**config.mk**
```make
export PLATFORM = sky130hd
export DESIGN_NAME = pyrm_mem_arbiter
export DESIGN_NICKNAME = d
export VERILOG_FILES = /design/src/rtl/pyrm_mem_pkg.sv /design/src/rtl/pyrm_id_fifo.sv /design/src/rtl/pyrm_mem_arbiter.sv
export SDC_FILE = /design/constraint.sdc
export NUM_CORES = 1
export LEC_CHECK = 0
export BUFFER_PORTS_ARGS = -buffer_cell sky130_fd_sc_hd__clkbuf_2
export CAP_MARGIN = 5
export CORE_AREA = 3 3 207 209
export DETAILED_ROUTE_END_ITERATION = 7
export DIE_AREA = 0 0 210 212
export MAX_ROUTING_LAYER = met4
export PLACE_DENSITY = 0.5
export SYNTH_ARGS = -nofsm -noshare
export SYNTH_HDL_FRONTEND = slang
export SYNTH_SLANG_ARGS = --single-unit
```
**constraint.sdc**
```tcl
create_clock -name clk -period 6.4 [get_ports clk]
set_input_delay 0.64 -clock clk [delete_from_list [all_inputs] [get_ports clk]]
set_output_delay 0.64 -clock clk [all_outputs]
set_load 0.02 [all_outputs]
```
**src/rtl/pyrm_mem_pkg.sv**
```systemverilog
// Shared types for the memory arbiter: FSM state, requester ID and its encodings.
// Optional round-robin arbitration is selected by defining PYRM_ARB_ROUND_ROBIN_EN.
package pyrm_mem_pkg;

  typedef enum logic [0:0] {
    IDLE = 1'b0,
    HOLD = 1'b1
  } arb_state_t;

  typedef logic req_id_t;

  localparam req_id_t REQ_FETCH = 1'b0;
  localparam req_id_t REQ_DATA  = 1'b1;

  function automatic req_id_t other_req(input req_id_t id);
    return ~id;
  endfunction

endpackage

```
**src/rtl/pyrm_id_fifo.sv**
```systemverilog
// Outstanding-request ID tracker: a small FIFO whose head names the requester
// owning the next in-order memory response.
module pyrm_id_fifo
  import pyrm_mem_pkg::*;
#(
  parameter int DEPTH = 4
) (
  input  logic    clk,
  input  logic    rst,
  input  logic    i_push,
  input  req_id_t i_push_id,
  input  logic    i_pop,
  output logic    o_full,
  output logic    o_empty,
  output req_id_t o_head
);

  localparam int AW = (DEPTH > 1) ? $clog2(DEPTH) : 1;

  logic [AW-1:0] r_wr_ptr;
  logic [AW-1:0] r_rd_ptr;
  logic [AW:0]   r_count;
  req_id_t       r_mem [DEPTH];

  assign o_full  = (r_count == (AW+1)'(DEPTH));
  assign o_empty = (r_count == '0);
  assign o_head  = r_mem[r_rd_ptr];

  // Storage needs no reset: entries are only read while the count covers them.
  always_ff @(posedge clk) begin
    if (i_push) begin
      r_mem[r_wr_ptr] <= i_push_id;
    end
  end

  always_ff @(posedge clk or posedge rst) begin
    if (rst) begin
      r_wr_ptr <= '0;
      r_rd_ptr <= '0;
      r_count  <= '0;
    end else begin
      if (i_push) begin
        r_wr_ptr <= (r_wr_ptr == AW'(DEPTH-1)) ? '0 : r_wr_ptr + 1'b1;
      end
      if (i_pop) begin
        r_rd_ptr <= (r_rd_ptr == AW'(DEPTH-1)) ? '0 : r_rd_ptr + 1'b1;
      end
      case ({i_push, i_pop})
        2'b10:   r_count <= r_count + 1'b1;
        2'b01:   r_count <= r_count - 1'b1;
        default: r_count <= r_count;
      endcase
    end
  end

endmodule

```
**src/rtl/pyrm_mem_arbiter.sv**
```systemverilog
// Two-requester (fetch/data) arbiter onto one memory port with in-order response
// routing. Define PYRM_ARB_ROUND_ROBIN_EN for round-robin; default is data-first priority.
module pyrm_mem_arbiter
  import pyrm_mem_pkg::*;
#(
  parameter int MAX_OUT = 4
) (
  input  logic        clk,
  input  logic        reset_pyri,
  input  logic        if_req_valid_pyri,
  input  logic [63:0] if_req_addr_pyri,
  output logic        if_req_retry_pyro,
  input  logic        dc_req_valid_pyri,
  input  logic [63:0] dc_req_addr_pyri,
  input  logic        dc_req_we_pyri,
  input  logic [63:0] dc_req_wdata_pyri,
  output logic        dc_req_retry_pyro,
  output logic        mem_req_valid_pyro,
  output logic [63:0] mem_req_addr_pyro,
  output logic        mem_req_we_pyro,
  output logic [63:0] mem_req_wdata_pyro,
  input  logic        mem_req_retry_pyri,
  input  logic        mem_resp_valid_pyri,
  input  logic [63:0] mem_resp_data_pyri,
  output logic        mem_resp_retry_pyro,
  output logic        if_resp_valid_pyro,
  output logic [63:0] if_resp_data_pyro,
  input  logic        if_resp_retry_pyri,
  output logic        dc_resp_valid_pyro,
  output logic [63:0] dc_resp_data_pyro,
  input  logic        dc_resp_retry_pyri
);

  arb_state_t  r_state;
  req_id_t     r_hold_id;
  logic [63:0] r_hold_addr;
  logic        r_hold_we;
  logic [63:0] r_hold_wdata;
`ifdef PYRM_ARB_ROUND_ROBIN_EN
  req_id_t     r_rr_ptr;
`endif

  req_id_t     w_idle_sel;
  req_id_t     w_sel;
  req_id_t     w_head;
  logic        w_full;
  logic        w_empty;
  logic        w_cand;
  logic        w_head_retry;
  logic        w_pop;
  logic        w_xfer;

  always_comb begin
    w_idle_sel = REQ_FETCH;
    if (dc_req_valid_pyri && !if_req_valid_pyri) begin
      w_idle_sel = REQ_DATA;
    end else if (dc_req_valid_pyri && if_req_valid_pyri) begin
`ifdef PYRM_ARB_ROUND_ROBIN_EN
      w_idle_sel = r_rr_ptr;
`else
      w_idle_sel = REQ_DATA;
`endif
    end
  end

  assign w_sel  = (r_state == HOLD) ? r_hold_id : w_idle_sel;
  assign w_cand = (r_state == HOLD) | if_req_valid_pyri | dc_req_valid_pyri;

  // Response side only depends on inputs, so a full tracker can admit a
  // request in the very cycle a response drains it.
  assign w_head_retry = (w_head == REQ_FETCH) ? if_resp_retry_pyri : dc_resp_retry_pyri;
  assign w_pop        = ~reset_pyri & mem_resp_valid_pyri & ~w_empty & ~w_head_retry;

  assign mem_req_valid_pyro = ~reset_pyri & w_cand & (~w_full | w_pop);
  assign w_xfer             = mem_req_valid_pyro & ~mem_req_retry_pyri;

  always_comb begin
    mem_req_addr_pyro  = if_req_addr_pyri;
    mem_req_we_pyro    = 1'b0;
    mem_req_wdata_pyro = '0;
    if (r_state == HOLD) begin
      mem_req_addr_pyro  = r_hold_addr;
      mem_req_we_pyro    = r_hold_we;
      mem_req_wdata_pyro = r_hold_wdata;
    end else if (w_sel == REQ_DATA) begin
      mem_req_addr_pyro  = dc_req_addr_pyri;
      mem_req_we_pyro    = dc_req_we_pyri;
      mem_req_wdata_pyro = dc_req_wdata_pyri;
    end
  end

  assign if_req_retry_pyro = ~(mem_req_valid_pyro & (w_sel == REQ_FETCH)) | mem_req_retry_pyri;
  assign dc_req_retry_pyro = ~(mem_req_valid_pyro & (w_sel == REQ_DATA))  | mem_req_retry_pyri;

  assign mem_resp_retry_pyro = ~w_empty & w_head_retry;
  assign if_resp_valid_pyro  = mem_resp_valid_pyri & ~w_empty & (w_head == REQ_FETCH);
  assign dc_resp_valid_pyro  = mem_resp_valid_pyri & ~w_empty & (w_head == REQ_DATA);
  assign if_resp_data_pyro   = mem_resp_data_pyri;
  assign dc_resp_data_pyro   = mem_resp_data_pyri;

  always_ff @(posedge clk or posedge reset_pyri) begin
    if (reset_pyri) begin
      r_state      <= IDLE;
      r_hold_id    <= REQ_FETCH;
      r_hold_addr  <= '0;
      r_hold_we    <= 1'b0;
      r_hold_wdata <= '0;
    end else begin
      case (r_state)
        IDLE: begin
          if (mem_req_valid_pyro && mem_req_retry_pyri) begin
            r_state      <= HOLD;
            r_hold_id    <= w_sel;
            r_hold_addr  <= mem_req_addr_pyro;
            r_hold_we    <= mem_req_we_pyro;
            r_hold_wdata <= mem_req_wdata_pyro;
          end
        end
        HOLD: begin
          if (w_xfer) begin
            r_state <= IDLE;
          end
        end
        default: r_state <= IDLE;
      endcase
    end
  end

`ifdef PYRM_ARB_ROUND_ROBIN_EN
  always_ff @(posedge clk or posedge reset_pyri) begin
    if (reset_pyri) begin
      r_rr_ptr <= REQ_FETCH;
    end else if (w_xfer) begin
      r_rr_ptr <= other_req(w_sel);
    end
  end
`endif

  pyrm_id_fifo #(
    .DEPTH (MAX_OUT)
  ) u_id_fifo (
    .clk       (clk),
    .rst       (reset_pyri),
    .i_push    (w_xfer),
    .i_push_id (w_sel),
    .i_pop     (w_pop),
    .o_full    (w_full),
    .o_empty   (w_empty),
    .o_head    (w_head)
  );

endmodule

```
# ---- After elaboration in Yosys (flattened, before gate mapping)
# Memory sizes are Yosys's and may differ from the RTL's.
# Cells that the tools add are included.
# Widths: inputs -> output; s select.
dict set report word_totals {
  ff_bits 138
  ramBits 4
  input_bits 265
  out_inout_bits 263
  wordCells 70
  memories 1
}
# memory depth width read_ports rd_clocked_by_memory_dff write_ports line_no
set memory_table {}
lappend memory_table {u_id_fifo.r_mem 4 1 1 0 1 pyrm_id_fifo.sv:23} ;# req_id_t r_mem [DEPTH];
dict set report classes {
  add_sub_neg 4
  n_eq_ne 5
  muxes 18
  bitwise_logic 27
  n_reduce_logical 7
}
# operator n
set ops {}
lappend ops {{$mux 64} 4}
lappend ops {{$and 1x1->1} 12}
lappend ops {{$mux 1} 10}
lappend ops {{$not 1->1} 10}
lappend ops {{$eq 2x2->1 const B} 3}
lappend ops {{$pmux 3 s2} 1}
lappend ops {{$or 1x1->1} 5}
lappend ops {{$add 2x1->2 const B} 2}
lappend ops {{$mux 2} 2}
lappend ops {{$add 3x1->3 const B} 1}
lappend ops {{$eq 3x3->1 const B} 1}
lappend ops {{$logic_and 1x1->1} 3}
lappend ops {{$logic_not 3->1} 1}
lappend ops {{$sub 3x1->3 const B} 1}
lappend ops {{$eq 2x1->1 const B} 1}
lappend ops {{$pmux 1 s2} 1}
lappend ops {{$reduce_and 2->1} 1}
lappend ops {{$reduce_bool 2->1} 1}
lappend ops {{$logic_not 1->1} 1}

# ---- Longest topological paths before layout
dict set report depth {
  word_depth 9
  mapped_depth 10
  mapped_depth_nobuf 10
}

# ---- Hierarchy
# From an unflattened synthesis, not the netlist that was laid out.
dict set report hier_totals {
  hier_cells 1052
  hier_area_um2 9078.7
}
# module instances cells_each area_per_inst_um2 seq_area_each_um2
set by_module_without_submodules {}
lappend by_module_without_submodules {pyrm_mem_arbiter 1 1008 8511.9 3278.1}
lappend by_module_without_submodules {pyrm_id_fifo 1 44 566.8 295.3}

# ---- Least setup slack after synthesis
# No wires, ideal clock.
dict set report synth_timing {
  kind {input to register}
  from {input port reset_pyri}
  to {register u_id_fifo.r_count[2]}
  setup_ns 0.079
  t_arrival_ns 5.133
  required_time_ns 6.321
  slack_ns 1.188
  stages 9
  n_path_buf 0
  cell_sequence {inv_1 nand3_1 inv_1 ha_1 inv_1 fa_1 xor2_1 nor2_1 xor2_1}
}
dict set report synth_via {
  elab_chain_cells 9
  word_cells_on_any_way 12
  classes_between {eq/ne (2); mux (1); bitwise (8); reduce/logical (1)}
}
# item line_no
set synth_lines {}
lappend synth_lines {{start: declaration} pyrm_mem_arbiter.sv:9} ;# input logic reset_pyri,
lappend synth_lines {{$not 1->1 (*)} pyrm_mem_arbiter.sv:72} ;# assign w_pop = ~reset_pyri & mem_resp_valid_pyri & ~w_empty & ~w_head_retry;
lappend synth_lines {{$and 1x1->1 (*) (3 in a row)} pyrm_mem_arbiter.sv:72}
lappend synth_lines {{named net u_id_fifo.i_pop} pyrm_id_fifo.sv:12} ;# input logic i_pop,
lappend synth_lines {{$or 1x1->1} pyrm_mem_arbiter.sv:74} ;# assign mem_req_valid_pyro = ~reset_pyri & w_cand & (~w_full | w_pop);
lappend synth_lines {{$and 1x1->1} pyrm_mem_arbiter.sv:74}
lappend synth_lines {{$and 1x1->1} pyrm_mem_arbiter.sv:75} ;# assign w_xfer = mem_req_valid_pyro & ~mem_req_retry_pyri;
lappend synth_lines {{$eq 2x1->1 or $eq 2x2->1 (tied branches)} pyrm_id_fifo.sv:48} ;# case ({i_push, i_pop})
lappend synth_lines {{$pmux 3 s2 or $reduce_bool 2->1 (tied branches)} --}
lappend synth_lines {{end signal: assignment} pyrm_id_fifo.sv:49} ;# 2'b10: r_count <= r_count + 1'b1;
lappend synth_lines {{end signal: assignment} pyrm_id_fifo.sv:50} ;# 2'b01: r_count <= r_count - 1'b1;
lappend synth_lines {{end signal: assignment} pyrm_id_fifo.sv:51} ;# default: r_count <= r_count;
lappend synth_lines {{end: declaration} pyrm_id_fifo.sv:22} ;# logic [AW:0] r_count;
# Mark *: on every way through the listed nets, which the timed path passes. The rest lies on a longest branch.
# A chain may end at the register's enable or synchronous reset.

==> results.md <==
* WP data arrival at 2980 ps
* Final Cycle Share at 56.6%
* PD cells at 431 nW/um^2
* DIE WIDTH at 210 um
* Non-filler cells, final at 1664
* # DRC at 0
* CTS clk-pin slew, worst paths at 70 ps
* Critical Path Fanout Max at 50
* Crit Path Category: reg2out
* Aggregate global-route resource usage at 11.9%
* Leakage at 5.78 nW
* Seq/Total Area, Yosys at 38.5%
* Most frequent cells in the layout: clkbuf_2 (334), dfrtp_1 (137), mux2_2 (75)
* Postcts setup bufs at 0
* Global route overflow at 0
* Worst min path class: in2async
* First-pass GRT wire length at 39400 um
* Vias in the first global route at 6897
* Synthesized area at 9290 um^2
* Startpoint types: flip-flop
* Resize count post-CTS at 0
* Clk root buf: clkbuf_16
* Share of layout cells above drive strength 1 at 40.4%
* Pwr Total at 4.75 mW
* # diodes at 0
* Die Area at 44500 um^2
* Fin util at 26.9%
* Pre-Repair DR Iteration Count at 4
* Site Rows at 74
* Largest family of logic cells by synthesized area: multiplexers
* Final min period at 3620 ps
* Max Cap Viol at 0
* Post-route ant nets at 0
* DR iter-0 viols at 234
* Avg Cell Area, Syn at 9.87 um^2
* CTS buffer count at 17
* Slew HR at 24.8%
* Fin. max-slew vios at 0
* Final Hold Fails at 0
* RSZ-0062 raised after global routing: false
* Peak Freq at 276 MHz
* Routed WL at 26500 um
* Synth warn at 0
* CTS Buffer Depth at 2
* Max H-tree Level at 4
* Nets at 1391
* Vias per cell at 4.17
* Placed Cells at 1632
* Fin Setup TNS at 0 ps
* Vias after detailed routing at 6934
* Largest net degree at the start of global routing at 95
* Max VDD drop at 0.184 mV
* Clock latency on the worst-skew pair at 430 ps
* WP data required at 5760 ps
* Post-synthesis adder-cell area fraction at 1.02%
* Post-synth net total at 1213
* Number of synthesized register bits at 142
* CTS Hold Buffers Added at 0
* Filler instances at 4450
* Final setup viols at 0
* Simple-gate portion of the synthesized area at 11.6%
* Buffers on Ports at 335
* P&R area growth vs syn at 18.7%
* Dpl hpwl at 19700 um
* Top-Level Pins at 528
* XOR/XNOR Fraction of Synth Area at 0.283%
* Initial Util at 22.6%
* Initial antenna violation count at 0
* Sink Count at 142
* Wire per inst at 15.9 um
* Core area at 41000 um^2
* CP Capture Type: output port
* Count of mapped cells out of synthesis at 941
* RePlAce Congestion at 0.758
* Synth Area in Compound Gates at 8.86%
* Status: finished, final reports clean
* Clk_skew at 9.06 ps
* Post-synthesis cell type count at 38
* Commonest non-fill, non-tap cell in the layout: clkbuf_2
* Die height at 212 um
* Slew @ Worst Pin at 1130 ps
* Post-synthesis mux area share at 23.7%
* CTS tree: built
[routing by layer]
metal	global-route usage, %	wire [um]	share of wire, %
met5	-	0	0
met4	3.49	463	1.7
met3	5.49	2700	10
met2	20.7	13700	52
met1	12.1	9680	37
[logic make-up (layout without fill, tap and decap cells)]
logic type | after synthesis | after routing
AOI/OAI and AO/OA | 136 | 136
xor gates and xnor gates | 3 | 3
adders and majority gates | 7 | 7
buffers and inverters | 237 | 428
DFF | 142 | 142
muxes | 201 | 201
and+or+nand+nor | 215 | 215
[cell usage after synthesis (all sizes together)]
cell	n	area [um^2]
a21boi	1	7.51
a21o	49	375
a21oi	45	229
a22o	1	8.76
and2	49	307
buf	145	1150
clkbuf	39	146
dfrtp	138	3450
edfxtp	4	120
fa	1	20.0
ha	6	75.1
inv	53	199
mux2	134	1510
mux2i	66	673
mux4	1	22.5
nand2	57	214
nand2b	43	269
nand3	1	5.00
nand3b	1	7.51
nand4	1	6.26
nor2	52	195
nor2b	2	12.5
nor3	4	20.0
nor3b	1	7.51
nor4	2	12.5
nor4b	1	8.76
o21ai	39	195
o31ai	1	7.51
or3b	1	8.76
xnor2	1	8.76
xor2	2	17.5
[state kept, by name, summed over array words and instances, names as in the netlist, named ones only]
name,cells
u_id_fifo.r_count,3
u_id_fifo.r_wr_ptr,2
r_hold_we,1
r_hold_wdata,64
u_id_fifo.r_rd_ptr,2
r_hold_id,1
u_id_fifo.r_mem,4
r_hold_addr,64
[power by group]
group / total [mW] / internal, mW / switching [mW]
clock: 1.04 / 0.606 / 0.432
sequential: 1.52 / 1.31 / 0.210
combinational: 2.19 / 0.866 / 1.33
total: 4.75 / 2.78 / 1.97
[worst max-delay path, cell delays in order, from the launching register on]
cell,delay [ps]
dfrtp_4,670
buf_4,350
nor2b_4,900
and2_1,260
a21o_1,120
clkbuf_2,170
[metrics by stage]
stage          instance area [um^2]  setup slack, ps  hold slack (ps)
6_report                      11000             2780              401
5_1_grt                       11000             2520              451
4_1_cts                       11000             2680              429
3_5_place_dp                  10400             2920              476
3_3_place_gp                  10400             2990              467
2_1_floorplan                  9290             1190              458
[layout make-up]
class	instances	area (um^2)	area share, %
sequential	142	3580	32.5
multi-input combinational	562	4230	38.4
tap	532	666	6.04
timing repair buffer	343	1740	15.8
inverter	53	204	1.85
clock inverter	13	153	1.38
clock buffer	19	454	4.12
[path summary, 6_finish.rpt]
kind	startpoint	endpoint	slack [ps]	depth (start not counted)
max in group asynchronous	reset_pyri	r_hold_wdata[25]$_DFFE_PP0P_	4630	3
min reg2reg	r_hold_wdata[19]$_DFFE_PP0P_	r_hold_wdata[19]$_DFFE_PP0P_	490	1
min in group clk	r_hold_wdata[19]$_DFFE_PP0P_	r_hold_wdata[19]$_DFFE_PP0P_	490	1
max reg2reg	flip-flop	r_hold_wdata[48]$_DFFE_PP0P_	3150	5
min	reset_pyri	asynchronous set/reset pin	400	2
max	flip-flop	mem_req_wdata_pyro[25]	2780	5
(Power assumes the default switching activity.)
